[config.mk]
export PLATFORM = sky130hd
export DESIGN_NAME = cmd_dispatch
export DESIGN_NICKNAME = d
export VERILOG_FILES = /design/src/rtl/cmd_dispatch.sv
export SDC_FILE = /design/constraint.sdc
export NUM_CORES = 1
export LEC_CHECK = 0
export BUFFER_PORTS_ARGS = -buffer_cell sky130_fd_sc_hd__buf_2
export CORE_UTILIZATION = 53
export DETAILED_ROUTE_END_ITERATION = 12
export PLACE_DENSITY = 0.84
export SYNTH_ARGS = -nofsm -noshare
export SYNTH_HDL_FRONTEND = slang
export SYNTH_SLANG_ARGS = --single-unit
[constraint.sdc]
create_clock -name clk -period 2.13 [get_ports clk]
set_clock_uncertainty 0.2 [all_clocks]
set_input_delay 0.3195 -clock clk [delete_from_list [all_inputs] [get_ports clk]]
set_output_delay 0.3195 -clock clk [all_outputs]
set_load 0.02 [all_outputs]
[src/rtl/cmd_dispatch.sv]
// Command dispatcher between UART_wrapper and the actuator side: accept, issue, watch, respond.
// Optional macro CMD_DISPATCH_NACK_EN: illegal opcodes are answered with a 5A status byte.
module cmd_dispatch #(
   parameter int unsigned TIMEOUT_CYCLES = 1000000,
   parameter logic [15:0] VALID_OPC_MASK = 16'h0054,
   parameter logic [7:0]  ACK_BYTE       = 8'hA5,
   parameter logic [7:0]  TMO_BYTE       = 8'hEE
) (
   input  logic        clk,
   input  logic        rst_n,
   input  logic [15:0] cmd,
   input  logic        cmd_rdy,
   output logic        clr_cmd_rdy,
   output logic        op_vld,
   output logic [3:0]  op_code,
   output logic [11:0] op_arg,
   input  logic        op_done,
   output logic [7:0]  resp,
   output logic        trmt,
   input  logic        tx_done,
   output logic        busy,
   output logic        err_tmo
);

   localparam int unsigned   TW        = (TIMEOUT_CYCLES > 1) ? $clog2(TIMEOUT_CYCLES) : 1;
   localparam logic [TW-1:0] TMR_MAX   = TW'(TIMEOUT_CYCLES - 1);
   localparam logic [7:0]    NACK_BYTE = 8'h5A;

   typedef enum logic [2:0] {
      IDLE,
      ISSUE,
      WAIT_DONE,
      RESP,
      WAIT_TX
   } state_t;

   state_t        state, state_nxt;
   logic [TW-1:0] timer;
   logic          opc_legal;
   logic          tmr_expired;
   logic          accept;
   logic          latch_cmd;
   logic          resp_ld;
   logic [7:0]    resp_nxt;

   assign opc_legal   = VALID_OPC_MASK[cmd[15:12]];
   assign tmr_expired = (timer == TMR_MAX);
   assign busy        = (state != IDLE);

   // NOTE: sequential state uses non-blocking assignments so every register samples pre-edge values.
   always_ff @(posedge clk or negedge rst_n) begin
      if (!rst_n) state <= IDLE;
      else        state <= state_nxt;
   end

   // NOTE: every output of this block gets a default first so no path can infer a latch.
   always_comb begin
      state_nxt = state;
      op_vld    = 1'b0;
      trmt      = 1'b0;
      err_tmo   = 1'b0;
      accept    = 1'b0;
      latch_cmd = 1'b0;
      resp_ld   = 1'b0;
      resp_nxt  = resp;
      unique case (state)
         IDLE: begin
            if (cmd_rdy) begin
               accept = 1'b1;
               if (opc_legal) begin
                  latch_cmd = 1'b1;
                  state_nxt = ISSUE;
               end else begin
`ifdef CMD_DISPATCH_NACK_EN
                  latch_cmd = 1'b1;
                  resp_ld   = 1'b1;
                  resp_nxt  = NACK_BYTE;
                  state_nxt = RESP;
`else
                  state_nxt = IDLE;
`endif
               end
            end
         end
         ISSUE: begin
            op_vld    = 1'b1;
            state_nxt = WAIT_DONE;
         end
         WAIT_DONE: begin
            // Completion beats the watchdog when both land on the same edge.
            if (op_done) begin
               resp_ld   = 1'b1;
               resp_nxt  = ACK_BYTE;
               state_nxt = RESP;
            end else if (tmr_expired) begin
               err_tmo   = 1'b1;
               resp_ld   = 1'b1;
               resp_nxt  = TMO_BYTE;
               state_nxt = RESP;
            end
         end
         RESP: begin
            trmt      = 1'b1;
            state_nxt = WAIT_TX;
         end
         WAIT_TX: begin
            if (tx_done) state_nxt = IDLE;
         end
         default: state_nxt = IDLE;
      endcase
   end

   // Watchdog saturates at its terminal count instead of wrapping.
   always_ff @(posedge clk or negedge rst_n) begin
      if (!rst_n) begin
         timer <= '0;
      end else if (state == ISSUE) begin
         timer <= '0;
      end else if (state == WAIT_DONE && !tmr_expired) begin
         timer <= timer + 1'b1;
      end
   end

   always_ff @(posedge clk or negedge rst_n) begin
      if (!rst_n) begin
         clr_cmd_rdy <= 1'b0;
         op_code     <= 4'h0;
         op_arg      <= 12'h000;
         resp        <= 8'h00;
      end else begin
         clr_cmd_rdy <= accept;
         if (latch_cmd) begin
            op_code <= cmd[15:12];
            op_arg  <= cmd[11:0];
         end
         if (resp_ld) resp <= resp_nxt;
      end
   end

endmodule

## After elaboration in Yosys (flattened, before gate mapping)

Memory sizes are Yosys's and may differ from the RTL's.
Index checks and enable logic that the tools add are counted.

| cells by class | value |
|---|---|
| $add $sub $neg | 1 |
| order comparisons | 1 |
| eq/ne operators | 8 |
| multiplexer cells | 23 |
| reductions and logical operators | 8 |

Operator list:

| cell | count |
|---|---|
| 20-bit 2-to-1 mux | 2 |
| 20-bit by 1-bit adder with 20-bit output (second input constant) | 1 |
| 20-bit == test (second input constant) | 1 |
| 8-bit 2-to-1 mux | 2 |
| 3-bit one-hot mux with 5 select lines | 1 |
| 1-bit 2-to-1 mux | 14 |
| 3-bit 2-to-1 mux | 4 |
| 3-bit by 2-bit == test with 1-bit output (second input constant) | 2 |
| 3-bit AND reduction | 2 |
| 4-bit by 5-bit < comparator with 1-bit output (second input constant) | 1 |
| 2-bit != test (second input constant) | 2 |
| 2-bit nonzero test | 2 |
| 3-bit by 1-bit == test with 1-bit output (second input constant) | 1 |
| 3-bit == test (second input constant) | 1 |
| 3-bit logical NOT | 1 |
| 3-bit != test (second input constant) | 1 |
| 3-bit nonzero test | 1 |
| 1-bit logical AND | 1 |
| 1-bit logical NOT | 1 |

| storage, ports and cells | value |
|---|---|
| flip-flop bits (word level) | 48 |
| memory bits (read-only) | 16 |
| bits of input ports | 21 |
| logic and storage cells | 48 |
| memories kept | 1 |

Memories:

| name | words | bits a word | read ports | clocked after Yosys merged registers in | wr ports | line | RTL |
|---|---|---|---|---|---|---|---|
| (no name shown) | 16 | 1 | 1 | 0 | 0 | 46 | `assign opc_legal = VALID_OPC_MASK[cmd[15:12]];` |

## Longest topological paths before layout

Gate-level depths: netlist of run 1.

| logic depth | value |
|---|---|
| word-level depth | 5 |
| depth in mapped cells | 6 |

## Least setup slack after synthesis of run 1

Ideal clock, no wire load.

| timing | value |
|---|---|
| path kind | register -> output |
| start | register timer[6] |
| end | output err_tmo |
| data arrival time | 1.523 ns |
| setup slack | 0.088 ns |
| cell stages (with the launch flop) | 6 |
| buffers on the path | 1 |
| path through | dfrtp_1 > nor4bb_1 > and4_1 > buf_2 > nand3_1 > nor2_1 |

| on the way | value |
|---|---|
| cells in the longest elaborated chain, start to end | 4 |

RTL lines:

| what | line | RTL |
|---|---|---|
| from (decl) | 38 | `logic [TW-1:0] timer;` |
| from (signal assigned) | 120 | `timer <= timer + 1'b1;` |
| 20-bit == test | 47 | `assign tmr_expired = (timer == TMR_MAX);` |
| 1-bit 2-to-1 mux | 95 | `end else if (tmr_expired) begin` |
| 1-bit 2-to-1 mux | 91 | `if (op_done) begin` |
| 1-bit 2-to-1 mux | 66 | `unique case (state)` |
| to (decl) | 22 | `output logic err_tmo` |

Every way passes these cells.

## Final worst setup path of run 1

| timing | value |
|---|---|
| start | register timer[12] |
| end | output err_tmo |

Same word-level chain as after synthesis.

==> reports/qor.txt, run 1 <==
status - finished, violations left
failing checks - setup timing
Synth top area share - 51.1%
R2R depth - 4
# IOs - 50
RSZ-0062 raised after global routing - yes
Initial DRT Pass Iterations - 4
Die Wd - 65.0 um
top_reg_cell synth - dfrtp_1
EDFF count, synth - 0
Synth Register Bits - 43
net count after synthesis - 216
clk_lat worst skew - 0.30 ns
Worst setup SP type - register
Final #Nets - 271
post-synth cell types - 48
routed length per instance - 15.6 um
RR Endpoint - timer[17]$_DFFE_PN0P_
Congestion Overflow GR - 0
Pwr Total - 2570 uW
CTS Buf Count - 5
fillcell total - 292
Hold Path Origin - cmd[1]
worst hold path class - in2reg
ys async rst share - 100%
Detailed Route WL - 4650 um
Hold Path Sink - op_arg[1]$_DFFE_PN0P_
Die Ht - 65.0 um
Initial Util - 56.2%
Sink Count - 43
Crit path required time - 1.61 ns
Worst Setup End Kind - output port
DRT antenna net count - 0
largest net degree at the start of global routing - 34
DRC viols - 0
post-synth top area cell - dfrtp_1
TritonCTS clock tree - yes
r2r setup slk - 0.09 ns
routed vias - 1709
Leak Pwr - 0.00120 uW
WS Path Type - reg2out
Peak supply drop - 0.801 mV
initial DRC count - 101
Mapped Area - 2100 um2
Synth Instances - 194
min Tclk post-route - 2.17 ns
Post-DP HPWL - 3170 um
synthesis-to-layout area growth - 21.3%
final worst slack - -0.0418 ns
hold depth - 2
max-slew violations - 0
input/output buffers - 48
Slew HR - 51.1%
clk slew on worst S/H paths - 0.08 ns
synth top area cells - dfrtp_1 51%, mux2_2 7.5%, nand2_1 3.4%, mux2i_1 3.3%, and2_1 3.0%
ANT cells - 0
vias per cell - 5.73
number of global-route vias before repair - 1668
count leader, synth - dfrtp_1
Metal-1 WL - 2010 um
Root Driver - clkbuf_8
post-route clock period utilization - 102%
Final setup viols - 1
GRT Overall Usage - 24.0%
antenna violations before repair - 0
H-tree levels - 2
setup TNS - -0.0418 ns
maximum clock rate - 460 MHz
Post-synth top cells - 43 x dfrtp_1, 19 x nand2_1, 14 x mux2_2
Min Hold Slack - 0.0432 ns
DIE AREA - 4230 um2
final hold vios - 0
met2 WL - 2330 um
CP max FO - 4
Reg2Reg Launch Point - state[0]$_DFFE_PN0P_
Synth Area per Inst - 10.8 um2
clk buf depth - 2
max cap viols - 0
highest metal layer with signal wires - met4
Syn. warnings - 0
pwr/cell area - 1010 nW/um2
metal3 WL - 251 um
num rows - 22
sequential area share after synthesis - 51.1%
Slew @ Worst Pin - 0.733 ns
Crit path arrival time - 1.65 ns
first-pass GRT wire length - 7580 um
fraction of layout cells with a size suffix above 1 - 37.2%
dpl ws - 0.120 ns
post-layout util - 68.2%
CORE AREA - 3740 um2
GPL Wtd Cong - 0.846
worst max-delay path, stage by stage (launching register included):
cell and delay, ns:
dfrtp_1 0.45, nor4_4 0.31, and4_1 0.26, nand3_2 0.10
nor2_2 0.11, buf_6 0.12
sequential cells by signal, indices dropped and copies added (netlist names):
register     cells
clr_cmd_rdy      1
op_arg          12
op_code          4
resp             3
state            3
timer           20
timing repair:
item / in CTS / in global routing
hold buffers: 1 / 0
endpoints found under the setup margin: 1 / 2
gates cloned: 0 / 0
endpoints found under the hold margin: 31 / 0
pin swaps: 3 / 2
gates resized for setup: 5 / 5
setup buffers: 4 / 0
per-layer routing:
metal / up-vias / global-route usage, %
met1: 822 / 30.8
met5: - / 0
li1: 816 / -
met2: 65 / 40.1
met4: 0 / 7.34
met3: 6 / 5.81
how the worst max path moves through the flow:
| stage | slack [ns] | startpoint | endpoint |
|---|---|---|---|
| final | -0.04 | timer[12]$_DFFE_PN0P_ | err_tmo |
| after global routing | -0.13 | timer[6]$_DFFE_PN0P_ | err_tmo |
| after CTS | 0.002 | timer[7]$_DFFE_PN0P_ | err_tmo |
| after detailed placement | 0.12 | timer[6]$_DFFE_PN0P_ | err_tmo |
| after global placement | 0.19 | timer[6]$_DFFE_PN0P_ | err_tmo |
| after floorplan | 0.09 | timer[6]$_DFFE_PN0P_ | err_tmo |
cells by family (layout without fill, tap and decap cells):
| family | after synthesis | after routing | share of synthesized area [%] |
|---|---|---|---|
| other | 1 | 1 | 0.178 |
| flip-flops | 43 | 43 | 51.1 |
| XOR/XNOR | 1 | 1 | 0.416 |
| adder cells (fa/ha/maj) | 1 | 1 | 0.594 |
| buffers and inverters | 19 | 75 | 5.17 |
| AND/OR/NAND/NOR | 71 | 71 | 19.9 |
| multiplexers | 21 | 21 | 10.8 |
| AO/OA/AOI/OAI | 37 | 37 | 11.8 |
layout make-up:
class | instances | area (um2) | area share, %
Inverter | 6 | 26.3 | 1.03
Clock buffer | 6 | 72.6 | 2.84
Multi-Input combinational cell | 132 | 957 | 37.5
Tap cell | 48 | 60.1 | 2.35
Clock inverter | 2 | 12.5 | 0.490
Timing Repair Buffer | 61 | 347 | 13.6
Sequential cell | 43 | 1080 | 42.2
per-stage QoR:
stage	area [um2]	instances
finish	2550	298
global route	2550	298
CTS	2520	298
detailed placement	2380	285
global placement	2380	285
floorplan	2100	194
cells in the final DEF (no fill, tap or decap), types with 2 or more instances in the layout:
cell / instances
buf_2: 47
dfrtp_1: 42
nand2_1: 19
mux2_2: 14
buf_4: 12
and2_1: 10
a21oi_1: 10
mux2i_1: 7
o21ai_0: 6
o31ai_1: 6
inv_1: 5
nor2_1: 5
nand3_1: 5
nand4_1: 5
clkbuf_8: 5
and4_1: 3
or3_1: 3
or4_1: 3
o2111ai_1: 3
nor3_1: 2
nand2b_1: 2
clkinvlp_4: 2
o211ai_1: 2
where the power goes:
group | leakage (uW) | total, uW | switching, uW | internal [uW]
sequential | 0.000556 | 1120 | 117 | 1000
combinational | 0.000599 | 935 | 565 | 370
clock | 0.0000412 | 514 | 285 | 229
total | 0.00120 | 2570 | 967 | 1600
(Power assumes the default switching activity.)
==> run 2: changes to the inputs <==
- CAP_MARGIN: not set -> 20
- REMOVE_ABC_BUFFERS: not set -> 1
- TNS_END_PERCENT: not set -> 5
==> run 2 against run 1 <==
Compared with the run above:
- the flow still finishes with violations (setup timing)
- sequential share of layout area fell by 0.44 points
- clock power rose by 24%
- non-clock buffer count did not move
- maximum frequency fell by 3.0%
- clock-buffer cell count fell by 1
- global-route usage rose by 0.53 points
- flip-flop and latch count did not move
- combinational power fell by 3.1%
- utilization rose by 1.0 points
- sequential power barely moved
- critical endpoint unchanged
- largest power group unchanged
==> reports/qor.txt, run 2 (synthesis gave the netlist of run 1 again) <==
antenna violations before repair - 0
Worst setup SP type - register
final hold vios - 0
pwr/cell area - 1040 nW/um2
GRT Overall Usage - 24.6%
largest net degree at the start of global routing - 44
first-pass GRT wire length - 7820 um
H-tree levels - 2
CTS Buf Count - 5
failing checks - setup timing
Initial DRT Pass Iterations - 4
max-slew violations - 0
max cap viols - 0
CP Cell Sequence - nor4_4, and4_1, nand3_2, nor2_2, buf_6
clk buf depth - 2
crit path buf inv count - 1
Crit path max-delay family - simple AND/OR/NAND/NOR gates
status - finished, violations left
Peak supply drop - 0.708 mV
Post-Place Cells - 283
number of global-route vias before repair - 1638
Die Wd - 65.0 um
sw frac - 36.0%
P_sw - 967 uW
post-route clock period utilization - 105%
routed vias - 1769
Reg2Reg Launch Point - timer[2]$_DFFE_PN0P_
Hold Path Origin - cmd_rdy
synthesis-to-layout area growth - 23.1%
min Tclk post-route - 2.24 ns
WS Path Type - reg2out
vias per cell - 5.94
ANT cells - 0
Stages on worst setup path - 5
Crit path arrival time - 1.72 ns
Logic pwr share - 33.7%
biggest regs - timer (20), op_arg (12), op_code (4)
# IOs - 50
clk slew on worst S/H paths - 0.09 ns
commonest non-fill, non-tap cell in the layout - buf_2
Worst Setup End Kind - output port
Slew @ Worst Pin - 0.523 ns
RSZ-0062 raised after global routing - yes
slowest stage delay, CP - 0.44 ns
Biggest register - timer
initial DRC count - 193
clk_lat worst skew - 0.30 ns
DRT antenna net count - 0
commonest cells after routing, fill and taps aside - 47 x buf_2, 38 x dfrtp_1, 19 x nand2_1, 14 x mux2_2, 12 x buf_4
R2R depth - 4
Detailed Route WL - 4680 um
final std cells w/o fill - 298
routed length per instance - 15.7 um
Final #Nets - 271
Final setup viols - 1
Die Ht - 65.0 um
slowest stage cell, crit path - dfrtp_2
CORE AREA - 3740 um2
RR Endpoint - timer[18]$_DFFE_PN0P_
num rows - 22
Crit path required time - 1.61 ns
DIE AREA - 4230 um2
Root Driver - clkbuf_8
Initial Util - 56.2%
TritonCTS clock tree - yes
Sink Count - 43
hold depth - 2
worst hold path class - in2reg
fraction of layout cells with a size suffix above 1 - 39.6%
Post-DP HPWL - 3050 um
max reg flops - 20
Hold Path Sink - clr_cmd_rdy$_DFF_PN0_
input/output buffers - 48
CP max FO - 4
Leak Pwr - 0.00122 uW
CP Launch Point - timer[11]$_DFFE_PN0P_
Seq pwr share - 42.6%
maximum clock rate - 447 MHz
share of total power in the clock network - 23.7%
Congestion Overflow GR - 0
r2r setup slk - 0.07 ns
GPL Wtd Cong - 0.912
Slew HR - 65.1%
Internal Power - 1720 uW
post-layout util - 69.2%
final worst slack - -0.108 ns
DRC viols - 0
## run 2: timing repair
action                                  in CTS  in global routing
endpoints found under the setup margin       1                  4
hold buffers                                 1                  0
pin swaps                                    1                  2
setup buffers                                5                  1
cloned                                       0                  0
resized for setup                            9                  7
hold endpoints to repair                    43                  0
## run 2: cell type report
type | instances | area, um2
tap | 48 | 60.1
timing repair buffer | 61 | 347
fill | 293 | 1150
clock inverter | 3 | 43.8
clock buffer | 5 | 68.8
multi-input combinational | 132 | 967
inverter | 6 | 22.5
sequential | 43 | 1080
## run 2: power by group through the flow
stage / registers, uW / clock network (uW) / logic, uW
5_1_grt: 1170 / 676 / 976
6_report: 1140 / 637 / 906
3_3_place_gp: 1140 / 0 / 878
4_1_cts: 1140 / 640 / 907
2_1_floorplan: 1320 / 0 / 385
3_5_place_dp: 1150 / 0 / 900
## run 2: through the flow
step / setup WS, ns / hold WS, ns / setup TNS [ns] / instance area (um2) / total power [uW]
after detailed placement: 0.117 / 0.223 / 0 / 2360 / 2050
after CTS: -0.0416 / 0.0445 / -0.0416 / 2560 / 2690
after floorplan: 0.0660 / -0.176 / 0 / 2020 / 1700
after global placement: 0.155 / 0.220 / 0 / 2360 / 2010
after global routing: -0.140 / 0.0399 / -0.160 / 2590 / 2820
final: -0.108 / 0.0479 / -0.108 / 2590 / 2690
## run 2: worst register-to-register path: cells and delay by family, from the launching register on
kind / cells / cell delay [ns]
simple gates: 3 / 1.25
compound gates: 1 / 0.14
flops: 1 / 0.41
## run 2: how the worst max path moves through the flow
| stage | slack, ns | to |
|---|---|---|
| global placement | 0.15 | err_tmo |
| finish | -0.11 | err_tmo |
| floorplan | 0.07 | err_tmo |
| detailed placement | 0.12 | timer[18]$_DFFE_PN0P_ |
| global route | -0.14 | err_tmo |
| CTS | -0.04 | err_tmo |
## run 2: per-layer routing
layer | wire (um) | vias to the layer above | share of wire [%] | track usage, %
met5 | 0 | - | 0 | 0
met4 | 95 | 0 | 2.0 | 7.07
met3 | 239 | 11 | 5.1 | 5.81
met2 | 2290 | 68 | 49 | 37.8
met1 | 2050 | 876 | 44 | 34.6
li1 | - | 814 | - | -
==> run 3: changes to the inputs <==
- CORE_MARGIN: not set -> 2
==> run 3 against run 2 <==
Compared with the run above:
- the flow still finishes with violations (setup timing)
- maximum frequency is 2.2% higher
- sequential share of layout area is 1.3 points lower
- cell count is 2.7% higher
- final area is 2.6% higher
- worst setup slack better by 0.049 ns
- wire length is 4.3% higher
- clock power hardly changed
- highest routed layer unchanged
- clock-buffer cell count stayed put
- worst hold slack worse by 0.0073 ns
- register-to-register slack hardly changed
- combinational power is 0.4% higher
- sequential power hardly changed
==> reports/qor.txt, run 3 (synthesis gave the netlist of run 1 again) <==
status - finished, violations left
failing checks - setup timing
Die Ht - 67.0 um
biggest regs - timer (20), op_arg (12), op_code (4)
vias per cell - 5.86
post-layout util - 71.0%
max-slew violations - 0
TritonCTS clock tree - yes
R2R depth - 7
Worst setup SP type - register
num rows - 22
commonest non-fill, non-tap cell in the layout - buf_2
first-pass GRT wire length - 7800 um
GRT Overall Usage - 23.1%
clk slew on worst S/H paths - 0.08 ns
worst hold path class - in2reg
Slew HR - 50.2%
Detailed Route WL - 4890 um
min Tclk post-route - 2.19 ns
DRT antenna net count - 0
DRC viols - 0
WS Path Type - reg2out
max cap viols - 0
H-tree levels - 2
largest net degree at the start of global routing - 36
CORE AREA - 3740 um2
pwr/cell area - 1010 nW/um2
routed vias - 1794
CTS Buf Count - 5
Hold Path Origin - cmd_rdy
Post-DP HPWL - 3220 um
Biggest register - timer
final hold vios - 0
initial DRC count - 153
# IOs - 50
final instance area - 2660 um2
post-route clock period utilization - 103%
antenna violations before repair - 0
CP max FO - 4
final worst slack - -0.0595 ns
Crit path arrival time - 1.67 ns
fraction of layout cells with a size suffix above 1 - 40.3%
r2r setup slk - 0.06 ns
RSZ-0062 raised after global routing - yes
number of global-route vias before repair - 1657
Sink Count - 43
Worst Setup End Kind - output port
Min Hold Slack - 0.0405 ns
synthesis-to-layout area growth - 26.3%
Crit path required time - 1.61 ns
Post-DP Area - 2380 um2
GPL Wtd Cong - 0.853
Die Wd - 67.0 um
hold depth - 2
routed length per instance - 16.0 um
Root Driver - clkbuf_8
Initial Util - 56.2%
Initial DRT Pass Iterations - 4
Peak supply drop - 0.625 mV
max reg flops - 20
Leak Pwr - 0.00126 uW
ANT cells - 0
Congestion Overflow GR - 0
Pwr Total - 2690 uW
dpl ws - 0.154 ns
commonest cells after routing, fill and taps aside - 47 x buf_2, 43 x dfrtp_1, 19 x nand2_1, 19 x buf_4, 14 x mux2_2
Reg2Reg Launch Point - timer[12]$_DFFE_PN0P_
maximum clock rate - 457 MHz
RR Endpoint - timer[4]$_DFFE_PN0P_
Hold Path Sink - clr_cmd_rdy$_DFF_PN0_
Slew @ Worst Pin - 0.747 ns
clk_lat worst skew - 0.29 ns
Final #Nets - 279
input/output buffers - 48
DIE AREA - 4490 um2
clk buf depth - 2
Final setup viols - 1
[run 3: changes by cell type in the layout (fill, tap and decap cells not counted), sizes merged]
cell    previous run  this run
buf               60        68
clkinv             2         3
inv                6         5
[run 3: area by class of cell]
class                   count  area [um2]
multi-input cells         132         976
fillers                   267        1090
clock inverters             3        43.8
well taps                  48        60.1
repair buffers             69         410
inverters                   6        22.5
flip-flops and latches     43        1080
clock buffers               5        68.8
[run 3: power breakdown]
group | internal (uW) | switching, uW
clock network | 349 | 285
logic | 360 | 550
registers | 1000 | 147
total | 1710 | 982
[run 3: how the worst max path moves through the flow]
stage,depth (start not counted),from,to
2_1_floorplan,4,timer[6]$_DFFE_PN0P_,err_tmo
3_5_place_dp,4,state[2]$_DFFE_PN0P_,timer[17]$_DFFE_PN0P_
6_report,5,timer[12]$_DFFE_PN0P_,err_tmo
3_3_place_gp,5,timer[7]$_DFFE_PN0P_,err_tmo
4_1_cts,5,timer[7]$_DFFE_PN0P_,err_tmo
5_1_grt,5,timer[6]$_DFFE_PN0P_,err_tmo
[run 3: routing by layer]
layer / routed length (um) / part of all wire, % / track usage (%) / vias up
li1: - / - / - / 834
met4: 71 / 1.5 / 8.16 / 0
met1: 2110 / 43 / 30.9 / 867
met3: 287 / 5.9 / 5.41 / 9
met5: 0 / 0 / 0 / -
met2: 2420 / 49 / 36.6 / 84
[run 3: worst max-delay path: stages, from the launching register on]
cell	delay, ns
dfrtp_1	0.44
nor4_4	0.31
and4_4	0.28
nand3_2	0.08
nor2_1	0.11
buf_4	0.15
[run 3: repair_timing]
action / CTS / global route
setup endpoints to repair: 1 / 5
pin swaps: 3 / 7
hold buffers: 1 / 0
gates resized for setup: 4 / 10
endpoints found under the hold margin: 33 / 0
buffers inserted: 11 / 3
[run 3: metrics by stage]
step / TNS (ns) / cells
detailed placement: 0 / 285
finish: -0.0595 / 306
floorplan: 0 / 181
global placement: 0 / 285
global route: -0.195 / 306
CTS: -0.0111 / 305
